$ cat src/rtl/rf_writeback_unit_pkg.sv
`default_nettype none
// ============================================================================
//  Module      : riscv_wb_pkg
//  Description : Shared definitions for the register-file writeback unit:
//                load funct3 encodings and the queued writeback entry type.
//  Revision    : 1.0 - initial release
// ============================================================================
package riscv_wb_pkg;

    // Widths baked into the queued entry type; the top-level XLEN/RA_W
    // parameters must keep these values.
    localparam int WB_XLEN = 32;
    localparam int WB_RA_W = 5;

    // Load funct3 encodings
    localparam logic [2:0] LDST_B  = 3'b000;
    localparam logic [2:0] LDST_H  = 3'b001;
    localparam logic [2:0] LDST_W  = 3'b010;
    localparam logic [2:0] LDST_BU = 3'b100;
    localparam logic [2:0] LDST_HU = 3'b101;

    typedef struct packed {
        logic [WB_RA_W-1:0] addr;
        logic [WB_XLEN-1:0] data;
    } wb_entry_t;

endpackage
`default_nettype wire

$ cat src/rtl/rf_writeback_unit_if.sv
`default_nettype none
// ============================================================================
//  Module      : rf_writeback_unit_if
//  Description : Bundle of the writeback unit's producer handshakes (ALU, LSU),
//                register-file write port and status outputs.
//                slave  : the writeback unit itself
//                master : the surrounding pipeline / register file
//  Revision    : 1.0 - initial release
// ============================================================================
interface rf_writeback_unit_if #(
    parameter int XLEN = 32,
    parameter int RA_W = 5
);
    // ALU producer
    logic            alu_valid_i;
    logic            alu_ready_o;
    logic [RA_W-1:0] alu_addr_i;
    logic [XLEN-1:0] alu_data_i;
    // LSU producer (load responses)
    logic            lsu_valid_i;
    logic            lsu_ready_o;
    logic [RA_W-1:0] lsu_addr_i;
    logic [2:0]      lsu_funct3_i;
    logic [1:0]      lsu_off_i;
    logic [XLEN-1:0] lsu_data_i;
    // Register-file write port
    logic            rf_we_o;
    logic [RA_W-1:0] rf_waddr_o;
    logic [XLEN-1:0] rf_wdata_o;
    // Status
    logic [31:0]     pending_o;
    logic            busy_o;

    modport slave (
        input  alu_valid_i, alu_addr_i, alu_data_i,
        input  lsu_valid_i, lsu_addr_i, lsu_funct3_i, lsu_off_i, lsu_data_i,
        output alu_ready_o, lsu_ready_o,
        output rf_we_o, rf_waddr_o, rf_wdata_o, pending_o, busy_o
    );

    modport master (
        output alu_valid_i, alu_addr_i, alu_data_i,
        output lsu_valid_i, lsu_addr_i, lsu_funct3_i, lsu_off_i, lsu_data_i,
        input  alu_ready_o, lsu_ready_o,
        input  rf_we_o, rf_waddr_o, rf_wdata_o, pending_o, busy_o
    );
endinterface
`default_nettype wire

$ cat src/rtl/rf_writeback_unit_wb_fifo.sv
`default_nettype none
// ============================================================================
//  Module      : wb_fifo
//  Description : In-order circular buffer with two write ports and one read
//                port. Port 0 is the older entry when both write in the same
//                cycle. Exposes occupancy plus per-slot valid/addr so the
//                parent can build a pending-register mask.
//  Ports       : clk_i, rst_i        clock, synchronous active-high reset
//                push0_i/entry0_i    older write port
//                push1_i/entry1_i    younger write port
//                pop_i               drop head (ignored when empty)
//                head_o, count_o     head entry and occupancy
//                valid_o, addr_o     per-slot valid flag and destination
//  Revision    : 1.0 - initial release
// ============================================================================
module wb_fifo
    import riscv_wb_pkg::*;
#(
    parameter int DEPTH = 4
) (
    input  logic                            clk_i,
    input  logic                            rst_i,
    input  logic                            push0_i,
    input  wb_entry_t                       entry0_i,
    input  logic                            push1_i,
    input  wb_entry_t                       entry1_i,
    input  logic                            pop_i,
    output wb_entry_t                       head_o,
    output logic [$clog2(DEPTH):0]          count_o,
    output logic [DEPTH-1:0]                valid_o,
    output logic [DEPTH-1:0][WB_RA_W-1:0]   addr_o
);
    localparam int c_PW = $clog2(DEPTH);
    localparam int c_CW = c_PW + 1;

    wb_entry_t        r_mem [DEPTH];
    logic [c_PW-1:0]  r_wptr;
    logic [c_PW-1:0]  r_rptr;
    logic [c_CW-1:0]  r_count;

    logic             w_pop;
    logic [c_CW-1:0]  w_npush;
    logic [c_PW-1:0]  w_wptr1;

    assign w_pop   = pop_i && (r_count != '0);
    assign w_npush = c_CW'(push0_i) + c_CW'(push1_i);
    assign w_wptr1 = r_wptr + c_PW'(1);

    always_ff @(posedge clk_i) begin
        if (rst_i) begin
            r_wptr  <= '0;
            r_rptr  <= '0;
            r_count <= '0;
        end else begin
            r_wptr  <= r_wptr + c_PW'(w_npush);
            if (w_pop) begin
                r_rptr <= r_rptr + c_PW'(1);
            end
            r_count <= r_count + w_npush - c_CW'(w_pop);
        end
    end

    // Storage needs no reset; slot validity is derived from the pointers.
    // A lone push1 lands in the first free slot just like push0 would.
    always_ff @(posedge clk_i) begin
        if (!rst_i) begin
            if (push0_i) begin
                r_mem[r_wptr] <= entry0_i;
            end
            if (push1_i) begin
                r_mem[push0_i ? w_wptr1 : r_wptr] <= entry1_i;
            end
        end
    end

    assign head_o  = r_mem[r_rptr];
    assign count_o = r_count;

    // A slot is live when its distance from the read pointer is below count.
    for (genvar i = 0; i < DEPTH; i++) begin : g_entry
        logic [c_PW-1:0] w_rel;
        assign w_rel      = c_PW'(i) - r_rptr;
        assign valid_o[i] = ({1'b0, w_rel} < r_count);
        assign addr_o[i]  = r_mem[i].addr;
    end

    a_count_bound: assert property (@(posedge clk_i) disable iff (rst_i)
        r_count <= c_CW'(DEPTH));

endmodule
`default_nettype wire

$ cat src/rtl/rf_writeback_unit.sv
`default_nettype none
// ============================================================================
//  Module      : rf_writeback_unit
//  Description : Initiator side of the register-file write port. Accepts ALU
//                and LSU results through valid/ready handshakes (LSU has
//                priority and is older on a simultaneous accept), extends
//                load data, queues entries in order and drains one write per
//                cycle. Exports a pending-write mask for decode stalls.
//  Ports       : clk_i  clock
//                rst_i  synchronous reset, active-high
//                wb     rf_writeback_unit_if.slave (producers, RF port, status)
//  Revision    : 1.0 - initial release
// ============================================================================
module rf_writeback_unit
    import riscv_wb_pkg::*;
#(
    parameter int DEPTH = 4,
    parameter int XLEN  = WB_XLEN,
    parameter int RA_W  = WB_RA_W
) (
    input  logic                 clk_i,
    input  logic                 rst_i,
    rf_writeback_unit_if.slave   wb
);
    localparam int c_CW = $clog2(DEPTH) + 1;
    localparam int c_FW = c_CW + 1;

    // Sign/zero extension of a load from an aligned memory word.
    function automatic logic [XLEN-1:0] f_load_ext(
        input logic [2:0]      funct3,
        input logic [1:0]      off,
        input logic [XLEN-1:0] word
    );
        logic [7:0]  v_b;
        logic [15:0] v_h;
        case (off)
            2'd0:    v_b = word[7:0];
            2'd1:    v_b = word[15:8];
            2'd2:    v_b = word[23:16];
            default: v_b = word[31:24];
        endcase
        v_h = off[1] ? word[31:16] : word[15:0];
        case (funct3)
            LDST_B:  f_load_ext = {{(XLEN-8){v_b[7]}}, v_b};
            LDST_BU: f_load_ext = {{(XLEN-8){1'b0}}, v_b};
            LDST_H:  f_load_ext = {{(XLEN-16){v_h[15]}}, v_h};
            LDST_HU: f_load_ext = {{(XLEN-16){1'b0}}, v_h};
            default: f_load_ext = word;
        endcase
    endfunction

    wb_entry_t                      w_lsu_entry;
    wb_entry_t                      w_alu_entry;
    wb_entry_t                      w_head;
    logic [c_CW-1:0]                w_count;
    logic [DEPTH-1:0]               w_valid;
    logic [DEPTH-1:0][WB_RA_W-1:0]  w_addr;
    logic [c_FW-1:0]                w_free;
    logic                           w_lsu_ready;
    logic                           w_alu_ready;
    logic                           w_lsu_push;
    logic                           w_alu_push;
    logic                           w_busy;
    logic [31:0]                    w_pending;

    // The head slot is freed at the same edge it is written out, so a
    // non-empty queue offers one extra slot.
    assign w_free = c_FW'(DEPTH) - c_FW'(w_count) + c_FW'(w_count != '0);

    assign w_lsu_ready = (w_free >= c_FW'(1));
    assign w_alu_ready = (w_free >= c_FW'(2)) ||
                         ((w_free >= c_FW'(1)) && !wb.lsu_valid_i);

    // x0 results complete the handshake but are never queued; anything
    // seen during reset is discarded.
    assign w_lsu_push = !rst_i && wb.lsu_valid_i && w_lsu_ready &&
                        (wb.lsu_addr_i != '0);
    assign w_alu_push = !rst_i && wb.alu_valid_i && w_alu_ready &&
                        (wb.alu_addr_i != '0);

    always_comb begin
        w_lsu_entry.addr = wb.lsu_addr_i;
        w_lsu_entry.data = f_load_ext(wb.lsu_funct3_i, wb.lsu_off_i, wb.lsu_data_i);
        w_alu_entry.addr = wb.alu_addr_i;
        w_alu_entry.data = wb.alu_data_i;
    end

    wb_fifo #(
        .DEPTH   (DEPTH)
    ) u_fifo (
        .clk_i   (clk_i),
        .rst_i   (rst_i),
        .push0_i (w_lsu_push),
        .entry0_i(w_lsu_entry),
        .push1_i (w_alu_push),
        .entry1_i(w_alu_entry),
        .pop_i   (w_busy),
        .head_o  (w_head),
        .count_o (w_count),
        .valid_o (w_valid),
        .addr_o  (w_addr)
    );

    assign w_busy = (w_count != '0);

    always_comb begin
        w_pending = '0;
        for (int i = 0; i < DEPTH; i++) begin
            if (w_valid[i]) begin
                w_pending[w_addr[i]] = 1'b1;
            end
        end
        w_pending[0] = 1'b0;
    end

    assign wb.alu_ready_o = w_alu_ready;
    assign wb.lsu_ready_o = w_lsu_ready;
    assign wb.rf_we_o     = w_busy;
    assign wb.rf_waddr_o  = w_busy ? w_head.addr : '0;
    assign wb.rf_wdata_o  = w_busy ? w_head.data : '0;
    assign wb.pending_o   = w_pending;
    assign wb.busy_o      = w_busy;

endmodule
`default_nettype wire
$ cat src/flat_wrapper.sv
// flat-port wrapper written by rule: the top's interface ports become plain ports
module rf_writeback_unit_flat import riscv_wb_pkg::*;
#(
    parameter int DEPTH = 4,
    parameter int XLEN  = WB_XLEN,
    parameter int RA_W  = WB_RA_W
)
  (clk_i, rst_i, wb_alu_valid_i, wb_alu_addr_i, wb_alu_data_i, wb_lsu_valid_i, wb_lsu_addr_i, wb_lsu_funct3_i, wb_lsu_off_i, wb_lsu_data_i, wb_alu_ready_o, wb_lsu_ready_o, wb_rf_we_o, wb_rf_waddr_o, wb_rf_wdata_o, wb_pending_o, wb_busy_o);
  rf_writeback_unit_if #(.XLEN(XLEN), .RA_W(RA_W)) wb_i ();
  input  logic clk_i;
  input  logic rst_i;
  input wire logic [$bits(wb_i.alu_valid_i)-1:0] wb_alu_valid_i;
  input wire logic [$bits(wb_i.alu_addr_i)-1:0] wb_alu_addr_i;
  input wire logic [$bits(wb_i.alu_data_i)-1:0] wb_alu_data_i;
  input wire logic [$bits(wb_i.lsu_valid_i)-1:0] wb_lsu_valid_i;
  input wire logic [$bits(wb_i.lsu_addr_i)-1:0] wb_lsu_addr_i;
  input wire logic [$bits(wb_i.lsu_funct3_i)-1:0] wb_lsu_funct3_i;
  input wire logic [$bits(wb_i.lsu_off_i)-1:0] wb_lsu_off_i;
  input wire logic [$bits(wb_i.lsu_data_i)-1:0] wb_lsu_data_i;
  output wire logic [$bits(wb_i.alu_ready_o)-1:0] wb_alu_ready_o;
  output wire logic [$bits(wb_i.lsu_ready_o)-1:0] wb_lsu_ready_o;
  output wire logic [$bits(wb_i.rf_we_o)-1:0] wb_rf_we_o;
  output wire logic [$bits(wb_i.rf_waddr_o)-1:0] wb_rf_waddr_o;
  output wire logic [$bits(wb_i.rf_wdata_o)-1:0] wb_rf_wdata_o;
  output wire logic [$bits(wb_i.pending_o)-1:0] wb_pending_o;
  output wire logic [$bits(wb_i.busy_o)-1:0] wb_busy_o;
  assign wb_i.alu_valid_i = wb_alu_valid_i;
  assign wb_i.alu_addr_i = wb_alu_addr_i;
  assign wb_i.alu_data_i = wb_alu_data_i;
  assign wb_i.lsu_valid_i = wb_lsu_valid_i;
  assign wb_i.lsu_addr_i = wb_lsu_addr_i;
  assign wb_i.lsu_funct3_i = wb_lsu_funct3_i;
  assign wb_i.lsu_off_i = wb_lsu_off_i;
  assign wb_i.lsu_data_i = wb_lsu_data_i;
  assign wb_alu_ready_o = wb_i.alu_ready_o;
  assign wb_lsu_ready_o = wb_i.lsu_ready_o;
  assign wb_rf_we_o = wb_i.rf_we_o;
  assign wb_rf_waddr_o = wb_i.rf_waddr_o;
  assign wb_rf_wdata_o = wb_i.rf_wdata_o;
  assign wb_pending_o = wb_i.pending_o;
  assign wb_busy_o = wb_i.busy_o;
  rf_writeback_unit #(.DEPTH(DEPTH), .XLEN(XLEN), .RA_W(RA_W)) u_core (.clk_i(clk_i), .rst_i(rst_i), .wb(wb_i));
endmodule
$ cat config.mk
export PLATFORM = sky130hd
export DESIGN_NAME = rf_writeback_unit_flat
export DESIGN_NICKNAME = d
export VERILOG_FILES = /design/src/rtl/rf_writeback_unit_pkg.sv /design/src/rtl/rf_writeback_unit_if.sv /design/src/rtl/rf_writeback_unit_wb_fifo.sv /design/src/rtl/rf_writeback_unit.sv /design/src/flat_wrapper.sv
export SDC_FILE = /design/constraint.sdc
export NUM_CORES = 1
export LEC_CHECK = 0
export ABC_AREA = 1
export ABC_CLOCK_PERIOD_IN_PS = 6560
export BUFFER_PORTS_ARGS = -buffer_cell sky130_fd_sc_hd__clkbuf_2
export CAP_MARGIN = 20
export CORE_UTILIZATION = 30
export CTS_CLUSTER_DIAMETER = 30
export CTS_CLUSTER_SIZE = 14
export DETAILED_ROUTE_END_ITERATION = 10
export PLACE_DENSITY = 0.43
export REMOVE_ABC_BUFFERS = 1
export SETUP_SLACK_MARGIN = 0.4
export SLEW_MARGIN = 30
export SYNTH_ARGS = -nofsm -noshare
export SYNTH_HDL_FRONTEND = slang
export SYNTH_HIERARCHICAL = 1
export SYNTH_SLANG_ARGS = --single-unit
$ cat constraint.sdc
create_clock -name clk_i -period 6.56 [get_ports clk_i]
set_clock_uncertainty 0.05 [all_clocks]
set_input_delay 1.312 -clock clk_i [delete_from_list [all_inputs] [get_ports clk_i]]
set_output_delay 1.312 -clock clk_i [all_outputs]
set_load 0.03 [all_outputs]
## After elaboration in Yosys (flattened, before gate mapping)

Memory sizes are Yosys's and may differ from the RTL's. A register that Yosys moved wholly into a read port is not among the register bits.
Index checks and enable logic that the tools add are counted.

- Flip-flop bits (word level): 7
- Bits in writable memories: 148
- Input bits: 83
- Output and inout bits: 73
- Logic and storage cells: 83
- Memories kept: 1

- $add $sub $neg: 12
- $lt $le $gt $ge: 14
- Equality and inequality tests: 5
- Mux-type cells: 26
- Bitwise gates (word level): 3
- Reductions and logical operators: 19

Memories:

| memory | words | width | read ports | clocked after Yosys merged registers in | wr ports | line | source |
|---|---|---|---|---|---|---|---|
| u_core.u_fifo.r_mem | 4 | 37 | 5 | 1 | 2 | rf_writeback_unit_wb_fifo.sv:36 | `wb_entry_t r_mem [DEPTH];` |

Operators by type and width:

| kind | count |
|---|---|
| $mux W32 | 5 |
| $pmux W32 S4 | 1 |
| $or A32 B32 Y32 | 3 |
| $lt A5 B6 Y1 const B | 4 |
| $pmux W8 S3 | 1 |
| $demux W1 S5 | 4 |
| $ge A5 B1 Y1 const B | 4 |
| $mux W16 | 1 |
| $lt A2 B3 Y1 | 4 |
| $logic_and A1 B1 Y1 | 11 |
| $mux W1 | 10 |
| $reduce_bool A5 Y1 | 2 |
| $eq A3 B3 Y1 const B | 2 |
| $mux W2 | 3 |
| $mux W5 | 1 |
| $add A2 B1 Y2 const B | 2 |
| $add A4 B1 Y4 | 1 |
| $ge A4 B1 Y1 const B | 1 |
| $ge A4 B2 Y1 const B | 1 |
| $sub A1 B2 Y2 const A | 2 |
| $sub A2 B2 Y2 const A | 2 |
| $sub A3 B3 Y4 const A | 1 |
| $add A3 B2 Y3 | 1 |
| $eq A3 B1 Y1 const B | 1 |
| other kinds (10) | 11 |

## Logic depth before layout (Yosys ltp)

An unclocked memory read counts as a cell.

- Depth after elaboration: 12
- Mapped depth: 19

## Modules after synthesis

The synthesis kept the hierarchy.

Modules (own cells, without submodules):

| module | instances | cells an instance | area an instance (µm²) | sequential area each (µm²) |
|---|---|---|---|---|
| wb_fifo | 1 | 992 | 8,862.2 | 4,624.4 |
| rf_writeback_unit | 1 | 531 | 2,369.8 | 0.0 |

## Worst setup path after synthesis

No wires, ideal clock.

- Path type: input to register
- Start: in wb_lsu_valid_i
- End: mem u_core/u_fifo/r_mem[0][0] in the netlist's numbering, enable pin
- Arrival time: 3,473 ps
- Data required time: 6,115 ps
- Setup slack: 2,642 ps
- Cell stages on the path: 9
- Buffers on the path: 2
- Cell sequence: o211ai_1 > nand2_1 > inv_1 > inv_1 > nor2_4 > nand3_1 > buf_4 > buf_6 > nand2_1

RTL lines:

| item | line | source |
|---|---|---|
| start: declaration | flat_wrapper.sv:15 | `input wire logic [$bits(wb_i.lsu_valid_i)-1:0] wb_lsu_valid_i;` |
| end: declaration | rf_writeback_unit_wb_fifo.sv:36 |  |

## Worst setup path in the final report

- Start: reg u_core.u_fifo.r_rptr[0]
- End: out wb_pending_o[8]

- Elaborated cells between the ends (all ways): 15
- Those cells by class: 4 x add/sub; 4 x order compare; 4 x mux; 3 x bitwise

RTL lines:

| item | line | source |
|---|---|---|
| start: declaration | rf_writeback_unit_wb_fifo.sv:38 | `logic [c_PW-1:0] r_rptr;` |
| start signal: assignment | rf_writeback_unit_wb_fifo.sv:57 | `r_rptr <= r_rptr + c_PW'(1);` |
| $sub A2 B2 Y2 (*) | rf_writeback_unit_wb_fifo.sv:82 | `assign w_rel = c_PW'(i) - r_rptr;` |
| $lt A2 B3 Y1 (*) | rf_writeback_unit_wb_fifo.sv:83 | `assign valid_o[i] = ({1'b0, w_rel} < r_count);` |
| via u_core.w_valid[2] | rf_writeback_unit.sv:56 | `logic [DEPTH-1:0] w_valid;` |
| $mux W32 (*) | rf_writeback_unit.sv:109 | `if (w_valid[i]) begin` |
| $or A32 B32 Y32 (no source line) | n/a |  |
| $mux W32 (*) | rf_writeback_unit.sv:109 |  |
| end: declaration | flat_wrapper.sv:25 | `output wire logic [$bits(wb_i.pending_o)-1:0] wb_pending_o;` |

The timed path passes the listed nets; every way through them passes the cells marked *.

==> impl_results.md <==
* Clock sinks at between 150 and 200
* Final period util at 66.4%
* Post-route setup slack at 2210 ps
* Final Hold Viols at 0
* Core Area at 36700 sq um
* Die area at 38200 sq um
* Layout Nets at ~1700
* Setup Viol. Count Final at 0
* Tmin final at between 4000 and 5000 ps
* Largest net degree at the start of global routing at 109
* Clock slew at reported path FFs at 60 ps
* DR WL/cell at 20.0 microns
* Resized cells post-CTS at 0
* Register share of total power at 27.7%
* Crit end category: output port
* Area growth syn-to-layout at 11.4%
* Startpoint types: flop
* Post-synthesis instance area at 11200 sq um
* WP buf/inv at 3
* IO Pins at 156
* Status: completed
* Initial Utilization at 30.6%
* Overflow after GRT at 0
* Post-CTS setup buffers at 0
* Top-area cell type share of the netlist area at 39.6%
* Crit path max fanout at 7
* Routed Antenna Nets at 0
* Primary FF master, synth: edfxtp_1
* Hold/Removal Path Class: reg2reg
* Sw Ratio at 50.0%
* Dpl cells at 2040
* Most numerous cell in the Yosys netlist: nand2_1
* Fin util at 34.1%
* Detail Placement HPWL at ~26 mm
* First-pass GRT wire length at 63.0 mm
* Clock share of power at 20.6%
* Cells on worst reg2reg path at 12
* CTS H-Tree Depth at 4
* Max-cap viol count at 0
* Fill cells at 3935
* Inserted Diodes at 0
* Max Clk Rate at 230 MHz
* Drt initial violations at 846
* Least-Margin Pin Slew at 982 ps
* NetSw at 2.39 mW
* Port bufs at between 150 and 200
* Combinational share of power at between 50% and 60%
* Syn Inst Count at 1523
* CP Data Arrival Time at ~3000 ps
* Rows at 70
* Most frequent CP cell: nand2_1
* Layout Cells excl Fill at 2073
* Layout cells sized above 1 at 15.0%
* First drt pass iteration count at 7
* Placed cell area at between 10000 and 15000 sq um
* Num CTS Buffers at 17
* Gr usage total at 21.7%
* Final Wtd Congestion at 0.880
* Power per cell area at approximately 380 nW/um^2
* Hold_ws at between 500 and 600 ps
* Commonest cells in the netlist: 446 x nand2_1, 202 x nor2_1, 152 x nand4_1
* Worst reg2reg setup slack at 2330 ps
* CP max stage cell: nor3_1
* RSZ-0062 raised after global routing: no
* Via density at between 5 and 6
* WL final at 41.4 mm
* Final Max Slew Viols at 0
* Origin of the worst setup path: u_core/u_fifo/r_rptr[0]$_SDFFE_PP0P_
* Finished Cell Area at 12500 sq um
* Initial antenna violation count at 2
* TritonCTS clock tree: done
* Yosys cell types at 35
* DR vias at 10963
* Stages on worst setup path at 11
* Clock Latency Late Sink at roughly 430 ps
* DRC at 0
* Place WS at 1980 ps
* Number of synthesized flops with an enable pin at 148
* Yosys warns at 6
* Synth async-reset ratio at 0%
* Reg2reg end: u_core/u_fifo/r_mem[2][0]$_DFFE_PP_
* Vias in the first global route at 10540
* Die Wd at 195 microns
* Slew HR at 34.1%
* Die Ht at slightly below 200 microns
* Critical Path Max Stage Delay at roughly 750 ps
* Synth top area cells: edfxtp_1 40%, nand2_1 15%, nand4_1 8.5%, nor2_1 6.8%, buf_4 4.3%
* Critical Path End: wb_pending_o[8]
* Setup TNS at 0 ps
* Buffer depth of the longest clock path at 2
* Register bit count reported by yosys at 157
* Critical path class: reg2out
* Top delay family on crit path: simple AND/OR/NAND/NOR gates
* Area leader, netlist: edfxtp_1
* Int Pwr at 2.39 mW
* Cell chain of the critical path: inv_1 -> nand2_1 -> nand2_1 -> ha_1 -> a21oi_1 -> or2_2 -> inv_1 -> nor3_1 -> a21oi_1 -> nand2_1 -> clkbuf_2
* Peak VDD IR at 0.191 mV
* Sequential area share after synthesis at 41.2%
* Leakage at 5.69 nW
* Root Driver: clkbuf_16
* Worst EP required at 5200 ps
* FF-to-FF Start: u_core/u_fifo/count_o[0]$_SDFF_PP0_
* Post-Syn Area per Cell at 7.37 sq um
* Power, Total at 4.77 mW
* Hold-fix buffers at CTS at 0
-- cells by family after synthesis --
kind of cell | count (synthesis) | synth area share (%)
AND/OR/NAND/NOR | 920 | 36.1
buffers and inverters | 229 | 11.2
AO/OA/AOI/OAI | 198 | 9.48
flip-flops | 157 | 41.2
adder cells (fa/ha/maj) | 16 | 1.85
XOR/XNOR | 2 | 0.156
other | 1 | 0.0334
-- cells in the final DEF, fill, tap and decap left out, drive strengths merged --
master    instances
fa                1
or2               8
inv             106
a21boi            1
clkinv            7
bufinv            2
ha               15
a21oi            63
edfxtp          148
nor2            205
o21ai            87
xor2              2
nand2           452
nand4           152
o22ai            37
clkbuf          172
nand3b            2
dfxtp             9
nand3            79
clkinvlp          3
buf              21
o21bai            1
nor3             22
conb              1
o211ai            9
-- worst min path at each step --
stage	slack, ps	start	depth (start not counted)	endpoint
2_1_floorplan	450	u_core/u_fifo/r_rptr[1]$_SDFFE_PP0P_	2	flop
3_3_place_gp	480	u_core/u_fifo/r_rptr[1]$_SDFFE_PP0P_	2	u_core/u_fifo/r_rptr[1]$_SDFFE_PP0P_
3_5_place_dp	490	u_core/u_fifo/r_rptr[1]$_SDFFE_PP0P_	2	flop
4_1_cts	500	u_core/u_fifo/r_rptr[1]$_SDFFE_PP0P_	2	flop
5_1_grt	520	u_core/u_fifo/r_rptr[1]$_SDFFE_PP0P_	2	flop
6_report	500	u_core/u_fifo/r_rptr[1]$_SDFFE_PP0P_	2	flop
-- power groups by stage --
stage / Sequential (mW) / Clock [mW] / Combinational [mW]
2_1_floorplan: 1.35 / 0 / 1.53
3_3_place_gp: 1.35 / 0 / 2.46
3_5_place_dp: 1.35 / 0 / 2.47
4_1_cts: 1.33 / 1.00 / 2.48
5_1_grt: 1.34 / 1.05 / 2.69
6_report: 1.32 / 0.984 / 2.47
-- routing by layer --
layer,wire length [microns],global-route usage (%)
met1,18200,28.3
met2,19900,37.0
met3,2440,2.83
met4,800,7.47
met5,27,0
-- worst register-to-register path, cell delays in order, from the launching register on --
cell     delay (ps)
dfxtp_1         410
nor3_2          220
ha_1            170
inv_1            60
ha_1            210
nand4_1         100
o21ai_0         130
a21oi_1         720
nand2_1         140
nand2_2         570
nand3_2         170
nand2_2         440
buf_4           450
-- sequential cells by signal, summed over array words and instances, names as in the netlist, named ones only --
register / count
u_core/u_fifo/r_mem: 148
u_core/u_fifo/r_wptr: 2
u_core/u_fifo/r_rptr: 2
u_core/u_fifo/count_o: 3
-- final cells by class --
class	count	area (sq um)	share of cell area, %
clock buffers	18	429	3.43
clock inverters	14	144	1.15
repair buffers	175	952	7.61
inverters	104	393	3.14
well taps	468	586	4.68
multi-input cells	1137	5380	43.0
flip-flops and latches	157	4630	37.0
(Power assumes the default switching activity.)
